[config.mk]
export PLATFORM = sky130hd
export DESIGN_NAME = if_fetch
export DESIGN_NICKNAME = d
export VERILOG_FILES = /design/src/rtl/if_fetch.sv
export SDC_FILE = /design/constraint.sdc
export NUM_CORES = 1
export LEC_CHECK = 0
export BUFFER_PORTS_ARGS = -buffer_cell sky130_fd_sc_hd__buf_4
export CORE_ASPECT_RATIO = 0.9
export CORE_MARGIN = 2
export CORE_UTILIZATION = 49
export DETAILED_ROUTE_END_ITERATION = 12
export HOLD_SLACK_MARGIN = 0.05
export PLACE_DENSITY = 0.73
export SLEW_MARGIN = 10
export SYNTH_ARGS = -nofsm -noshare
export SYNTH_HDL_FRONTEND = slang
export SYNTH_SLANG_ARGS = --single-unit
[constraint.sdc]
create_clock -name clk -period 9.3 [get_ports clk]
set_input_delay 1.86 -clock clk [delete_from_list [all_inputs] [get_ports clk]]
set_output_delay 1.86 -clock clk [all_outputs]
set_load 0.02 [all_outputs]
[src/rtl/if_fetch.sv]
// Instruction-fetch stage: PC, single-outstanding imem requests, 2-entry {pc, inst} buffer to decode.
// Optional IF_MISALIGN_CHK_EN: misaligned redirect targets raise sticky fetch_err and halt fetching.
module if_fetch #(
  parameter logic [31:0] RESET_PC  = 32'h0000_0000,
  parameter int          BUF_DEPTH = 2
) (
  input  logic        clk,
  input  logic        rst,
  output logic        imem_req,
  output logic [31:0] imem_addr,
  input  logic        imem_ready,
  input  logic        imem_rvalid,
  input  logic [31:0] imem_rdata,
  output logic        inst_valid,
  output logic [31:0] inst,
  output logic [31:0] inst_pc,
  input  logic        inst_ready,
  input  logic        redirect_valid,
  input  logic [3:0]  redirect_npcop,
  input  logic [31:0] redirect_pc,
  input  logic [25:0] redirect_imm,
  input  logic [31:0] redirect_rs,
  output logic        fetch_err,
  output logic [1:0]  dbg_state_o
);

  typedef enum logic [1:0] {S_REQ = 2'd0, S_WAIT = 2'd1, S_DROP = 2'd2} state_t;

  localparam logic [1:0] BUF_FULL = 2'(BUF_DEPTH);

  state_t      state_q, state_d;
  logic [31:0] pc_q, pc_d, req_pc_q, req_pc_d;
  logic [31:0] head_inst_q, head_inst_d, head_pc_q, head_pc_d;
  logic [31:0] tail_inst_q, tail_inst_d, tail_pc_q, tail_pc_d;
  logic [1:0]  count_q, count_d;
  logic        run_q;
  logic [31:0] p4, target, target_a;
  logic        halt, accept, push, pop;

  always_comb begin
    p4 = redirect_pc + 32'd4;
    case (redirect_npcop)
      4'd1:       target = p4 + {{14{redirect_imm[15]}}, redirect_imm[15:0], 2'b00};
      4'd2:       target = {p4[31:28], redirect_imm, 2'b00};
      4'd3, 4'd4: target = redirect_rs;
      default:    target = p4;
    endcase
  end

`ifdef IF_MISALIGN_CHK_EN
  logic err_q, err_d;
  assign halt      = err_q;
  assign fetch_err = err_q;
  assign target_a  = target;

  always_comb begin
    err_d = err_q;
    if (redirect_valid && (target[1:0] != 2'b00)) err_d = 1'b1;
  end

  always_ff @(posedge clk or posedge rst) begin
    if (rst) err_q <= 1'b0;
    else     err_q <= err_d;
  end
`else
  assign halt      = 1'b0;
  assign fetch_err = 1'b0;
  assign target_a  = target & 32'hFFFF_FFFC;
`endif

  // Credit: S_WAIT is the only state with a request in flight, so in S_REQ outstanding is 0.
  assign imem_req    = (state_q == S_REQ) && run_q && !halt && (count_q < BUF_FULL);
  assign accept      = imem_req && imem_ready;
  assign imem_addr   = pc_q;
  assign inst_valid  = (count_q != 2'd0);
  assign inst        = head_inst_q;
  assign inst_pc     = head_pc_q;
  assign dbg_state_o = state_q;
  assign pop         = inst_valid && inst_ready;

  always_comb begin
    state_d     = state_q;
    pc_d        = pc_q;
    req_pc_d    = req_pc_q;
    count_d     = count_q;
    head_inst_d = head_inst_q;
    head_pc_d   = head_pc_q;
    tail_inst_d = tail_inst_q;
    tail_pc_d   = tail_pc_q;
    push        = 1'b0;

    case (state_q)
      S_REQ: begin
        if (accept) begin
          req_pc_d = pc_q;
          pc_d     = pc_q + 32'd4;
          state_d  = S_WAIT;
        end
      end
      S_WAIT: begin
        if (imem_rvalid) begin
          push    = !halt;
          state_d = S_REQ;
        end
      end
      S_DROP:  if (imem_rvalid) state_d = S_REQ;
      default: state_d = S_REQ;
    endcase

    if (redirect_valid) begin
      // Redirect wins over push and pop; a request already accepted must have its response dropped.
      pc_d    = target_a;
      count_d = 2'd0;
      if ((state_q == S_REQ) && accept)              state_d = S_DROP;
      else if ((state_q == S_WAIT) && !imem_rvalid) state_d = S_DROP;
    end else if (push && !pop) begin
      if (count_q == 2'd0) begin
        head_inst_d = imem_rdata;
        head_pc_d   = req_pc_q;
      end else begin
        tail_inst_d = imem_rdata;
        tail_pc_d   = req_pc_q;
      end
      count_d = count_q + 2'd1;
    end else if (!push && pop) begin
      if (count_q == 2'd2) begin
        head_inst_d = tail_inst_q;
        head_pc_d   = tail_pc_q;
      end
      count_d = count_q - 2'd1;
    end else if (push && pop) begin
      if (count_q == 2'd1) begin
        head_inst_d = imem_rdata;
        head_pc_d   = req_pc_q;
      end else begin
        head_inst_d = tail_inst_q;
        head_pc_d   = tail_pc_q;
        tail_inst_d = imem_rdata;
        tail_pc_d   = req_pc_q;
      end
    end
  end

  always_ff @(posedge clk or posedge rst) begin
    if (rst) begin
      state_q     <= S_REQ;
      pc_q        <= RESET_PC;
      req_pc_q    <= '0;
      count_q     <= '0;
      run_q       <= 1'b0;
      head_inst_q <= '0;
      head_pc_q   <= '0;
      tail_inst_q <= '0;
      tail_pc_q   <= '0;
    end else begin
      state_q     <= state_d;
      pc_q        <= pc_d;
      req_pc_q    <= req_pc_d;
      count_q     <= count_d;
      run_q       <= 1'b1;
      head_inst_q <= head_inst_d;
      head_pc_q   <= head_pc_d;
      tail_inst_q <= tail_inst_d;
      tail_pc_q   <= tail_pc_d;
    end
  end

endmodule

# Word level (Yosys, flattened, before mapping)

Index checks and enable logic that the tools add are counted.
W data, S select, Z words.

Register bits: 197
Word-level logic and storage cells: 92
Input bits: 132

Muxes and demuxes: 37
Bitwise logic cells: 1
Add/subtract/negate cells: 5
Order comparisons: 1
Reductions and logical operators: 26
Equality and inequality tests: 13

Operators with widths:

| kind                    | number |
|---|---|
| $mux W32                | 25 |
| $pmux W32 S3            | 1 |
| $add A32 B3 Y32 const B | 2 |
| $add A32 B32 Y32        | 1 |
| $mux W2                 | 8 |
| $logic_and A1 B1 Y1     | 9 |
| $eq A4 B2 Y1 const B    | 2 |
| $reduce_bool A2 Y1      | 4 |
| $ne A2 B2 Y1 const B    | 3 |
| $reduce_bool A3 Y1      | 2 |
| $reduce_and A5 Y1       | 1 |
| $eq A2 B1 Y1 const B    | 2 |
| $eq A2 B2 Y1 const B    | 2 |
| $eq A4 B1 Y1 const B    | 1 |
| $eq A4 B3 Y1 const B    | 1 |
| $logic_not A2 Y1        | 2 |
| $pmux W2 S2             | 1 |
| $reduce_and A2 Y1       | 2 |
| $reduce_and A4 Y1       | 1 |
| $reduce_or A2 Y1        | 2 |
| $logic_not A1 Y1        | 3 |
| $ne A3 B2 Y1 const B    | 1 |
| $add A2 B1 Y2 const B   | 1 |
| $lt A2 B2 Y1 const B    | 1 |
| other kinds (4)         | 5 |

# Longest topological paths before layout

Depth after elaboration: 9
Depth in mapped cells: 16
Mapped depth without buffers: 15

# Worst setup path before layout

No wires, ideal clock.

Path type: input to register
From: input port redirect_pc[5]
To: register pc_q[29], in the netlist imem_addr[29]
Slack: 4.435 ns
Arrival: 4.782 ns
Required time: 9.218 ns
Library setup time: 0.082 ns
Stages: 15
Cells stage by stage: and4_1 > buf_4 > and4_1 > buf_2 > nand3_1 > xnor2_1 > ha_1 > and4_4 > and2_4 > a221o_1 > a221oi_2 > a21oi_1 > or3_1 > a21o_1 > a22oi_2

Word-level cells in the longest chain between the ends: 4

Ends and longest elaborated chain:

| element                | line | source |
|---|---|---|
| start: declaration     | 20   | `input logic [31:0] redirect_pc,` |
| $add A32 B3 Y32 (*)    | 41   | `p4 = redirect_pc + 32'd4;` |
| $add A32 B32 Y32       | 43   | `4'd1: target = p4 + {{14{redirect_imm[15]}}, redirect_imm[15:0], 2'b00};` |
| $pmux W32 S3 (*)       | 42   | `case (redirect_npcop)` |
| $mux W32 (*)           | 110  | `if (redirect_valid) begin` |
| end signal: assignment | 157  | `pc_q <= pc_d;` |
| end: declaration       | 32   | `logic [31:0] pc_q, pc_d, req_pc_q, req_pc_d;` |

Every way passes the cells marked *; elsewhere a longest branch is shown, timed or not.
A chain may end at the register's enable or synchronous reset.

# Worst setup path after layout

From: input port redirect_pc[4]
To: register pc_q[31], in the netlist imem_addr[31]

Same word-level chain as after synthesis.

==> results.yml <==
sta:
  period_minus_slack_ps: 5230
  slew_viol_final: 0
  fin_tns_setup_ps: 0
  rsz0062_at_grt: "no"
  worst_pin_slew_ps: 988
  finalWorstSetupSlack_ps: 4070
  period_share_pct: 56.2
  skew_ps: 9.17
  report.final.setup_viol: 0
  max_freq_mhz: 191
  finalHoldViolCount: 0
  slew-limit-headroom_pct: 34.2
synth:
  syn_inst: 1153
  synth_ff_type: "dfrtp_1"
  synth_area_leader_cell: "dfrtp_1"
  async_flop_share_pct: 100
  synth_area_leaders: "dfrtp_1, mux2_2, mux2i_1"
  seq_area_frac_synth_pct: 42.7
  syn-cell-area_sq_um: 11100
  synth_common_cells: "dfrtp_1, nand2_1, a21oi_1, nor2_1, mux2i_1"
  synth_top_area_share_pct: 42.7
  yosys_warnings: 0
  synth_edf_count: 0
  synth.distinct_cells: 68
  ys_seq_elements: 189
  syn_area_per_cell_sq_um: 9.61
  synth.most_common_cell: "dfrtp_1"
floorplanning:
  die_w_um: 162
  dieArea_sq_um: 23800
  ios: 233
  rows: 52
  die_height_um: 147
  start_util_pct: 49.6
  core_sq_um: 22300
routing:
  first_pass_iters: 5
  drt_wl_total_um: 30100
  initialDrtViolationCount: 779
  wl_per_cell_um: 18.1
  vias: 9450
  drc: 0
  ant_nets: 0
  via_per_inst: 5.69
placed_design:
  port_buffers: 223
  gp_congestion: 0.953
  dp_slack_ps: 3740
  dp_hpwl_um: 21900
cts:
  post_cts_buffers: 0
  clock_sinks: 189
  cts_made_buffers: 17
  clk_pin_slew_ps: 70
  cts_resized: 0
  ctsHoldBuffers: 0
  cts.path.max_buffers: 2
  root_buffer: "clkbuf_16"
  cts_tree: "yes"
  cts_htree_levels: 4
  clk_latency_ps: 420
finish:
  drive_gt1_share_pct: 25.8
  antenna_cells: 0
  areaGrowthSynthToFinish_pct: 23.3
  nets: 1527
  n_fill_cell: 1914
setup_path:
  cp_max_fo: 8
  endpoint_kind: "flop"
  critPathKind: "input pin to flop"
  required_ps: 9610
  worstPathArrival_ps: 5540
  start_kind: "input pin"
grt:
  grtUsageTotal_pct: 25.0
  antenna_found_initial: 0
  overflow: 0
  first_global_vias: 8956
  grt_max_degree: 111
  grt_pass1_wl_um: 47100
hold_path:
  hold_path_class: "flop to flop"
outcome:
  outcome: "finished, final reports clean"
power:
  vdd_drop_max_mv: 0.156
  leakage_nw: 6.28
  power_density_nw_per_um2: 266
run:
  drv_cap: 0
## path summary, 6_finish.rpt
path	start	end	slack (ps)	cells after the start
setup / recovery	redirect_pc[4]	imem_addr[31]$_DFFE_PP0P_	4070	14
hold / removal	req_pc_q[5]$_DFFE_PP0P_	req_pc_q[5]$_DFFE_PP0P_	500	2
setup reg to reg	dbg_state_o[0]$_DFF_PP0_	tail_inst_q[20]$_DFFE_PP0P_	6540	5
hold reg to reg	req_pc_q[5]$_DFFE_PP0P_	req_pc_q[5]$_DFFE_PP0P_	500	2
max in group asynchronous	rst	req_pc_q[28]$_DFFE_PP0P_	6250	3
min in group asynchronous	rst	inst_pc[19]$_DFFE_PP0P_	1570	2
## routing by layer
metal  vias to the layer above  part of all wire [%]  GRT usage [%]
met5                         -                     0              0
met2                       359                    46           39.8
li1                       4523                     -              -
met1                      4522                    44           34.8
met3                        46                   7.2           4.57
met4                         0                   2.4           7.92
## metrics by stage
step	power, mW	util, %	cells	hold slack, ps	instance area (sq um)
global route	3.85	61.2	1662	508	13700
global placement	2.82	58.4	1630	484	13000
floorplan	2.31	-	1157	464	11100
finish	3.62	61.2	1662	502	13700
CTS	3.65	61.2	1662	504	13700
detailed placement	2.87	58.4	1630	487	13000
## where the power goes
| group | switching, mW | internal, mW | leakage (nW) | total [mW] |
|---|---|---|---|---|
| registers | 0.208 | 1.14 | 2.36 | 1.35 |
| clock network | 0.308 | 0.460 | 0.298 | 0.768 |
| logic | 0.838 | 0.673 | 3.62 | 1.51 |
## final cells by class
cell class / count / area, sq um / share of cell area (%)
timing repair buffer: 236 / 1770 / 13.0
tap: 297 / 372 / 2.72
multi-input combinational: 886 / 6060 / 44.4
clock buffer: 20 / 447 / 3.27
clock inverter: 12 / 183 / 1.34
sequential: 189 / 4730 / 34.6
inverter: 22 / 90.1 / 0.660
## registers in the layout, summed over array words and instances (netlist names)
signal / cells
run_q: 1
count_q: 2
inst: 32
inst_pc: 30
imem_addr: 30
dbg_state_o: 2
req_pc_q: 30
tail_pc_q: 30
tail_inst_q: 32
## cells in the final DEF (no fill, tap or decap), types with 9 or more instances in the layout
cell type,count
a21o_1,13
a21oi_1,108
a221o_1,11
a221oi_1,14
a222oi_1,9
and3_1,10
and4_1,10
buf_4,236
clkbuf_16,17
dfrtp_1,189
ha_1,42
inv_1,21
mux2_2,63
mux2i_1,64
nand2_1,157
nand3_1,28
nand4_1,16
nor2_1,104
o21ai_0,28
o22ai_1,11
xnor2_1,50
xor2_1,32
## worst max-delay path: stages
cell and delay, ps:
buf_4 110, and4_1 380, and4_1 450, nand3_1 140, xnor2_1 340, ha_1 340
and4_4 210, and2_4 160, a221o_1 390, a221oi_2 280, nand2_1 140, a221oi_1 470
nand2_1 90, nor3b_2 170
## cells by family (layout without fill, tap and decap cells)
group | count (synthesis) | in the layout | share of synthesized area, %
AND/OR/NAND/NOR | 373 | 373 | 15.5
AO/OA/AOI/OAI | 255 | 255 | 15.0
flip-flops | 189 | 189 | 42.7
multiplexers | 127 | 127 | 12.2
XOR/XNOR | 82 | 82 | 6.48
buffers and inverters | 82 | 290 | 3.14
adder cells (fa/ha/maj) | 43 | 43 | 4.93
other | 2 | 6 | 0.0678
(Power assumes the default switching activity.)
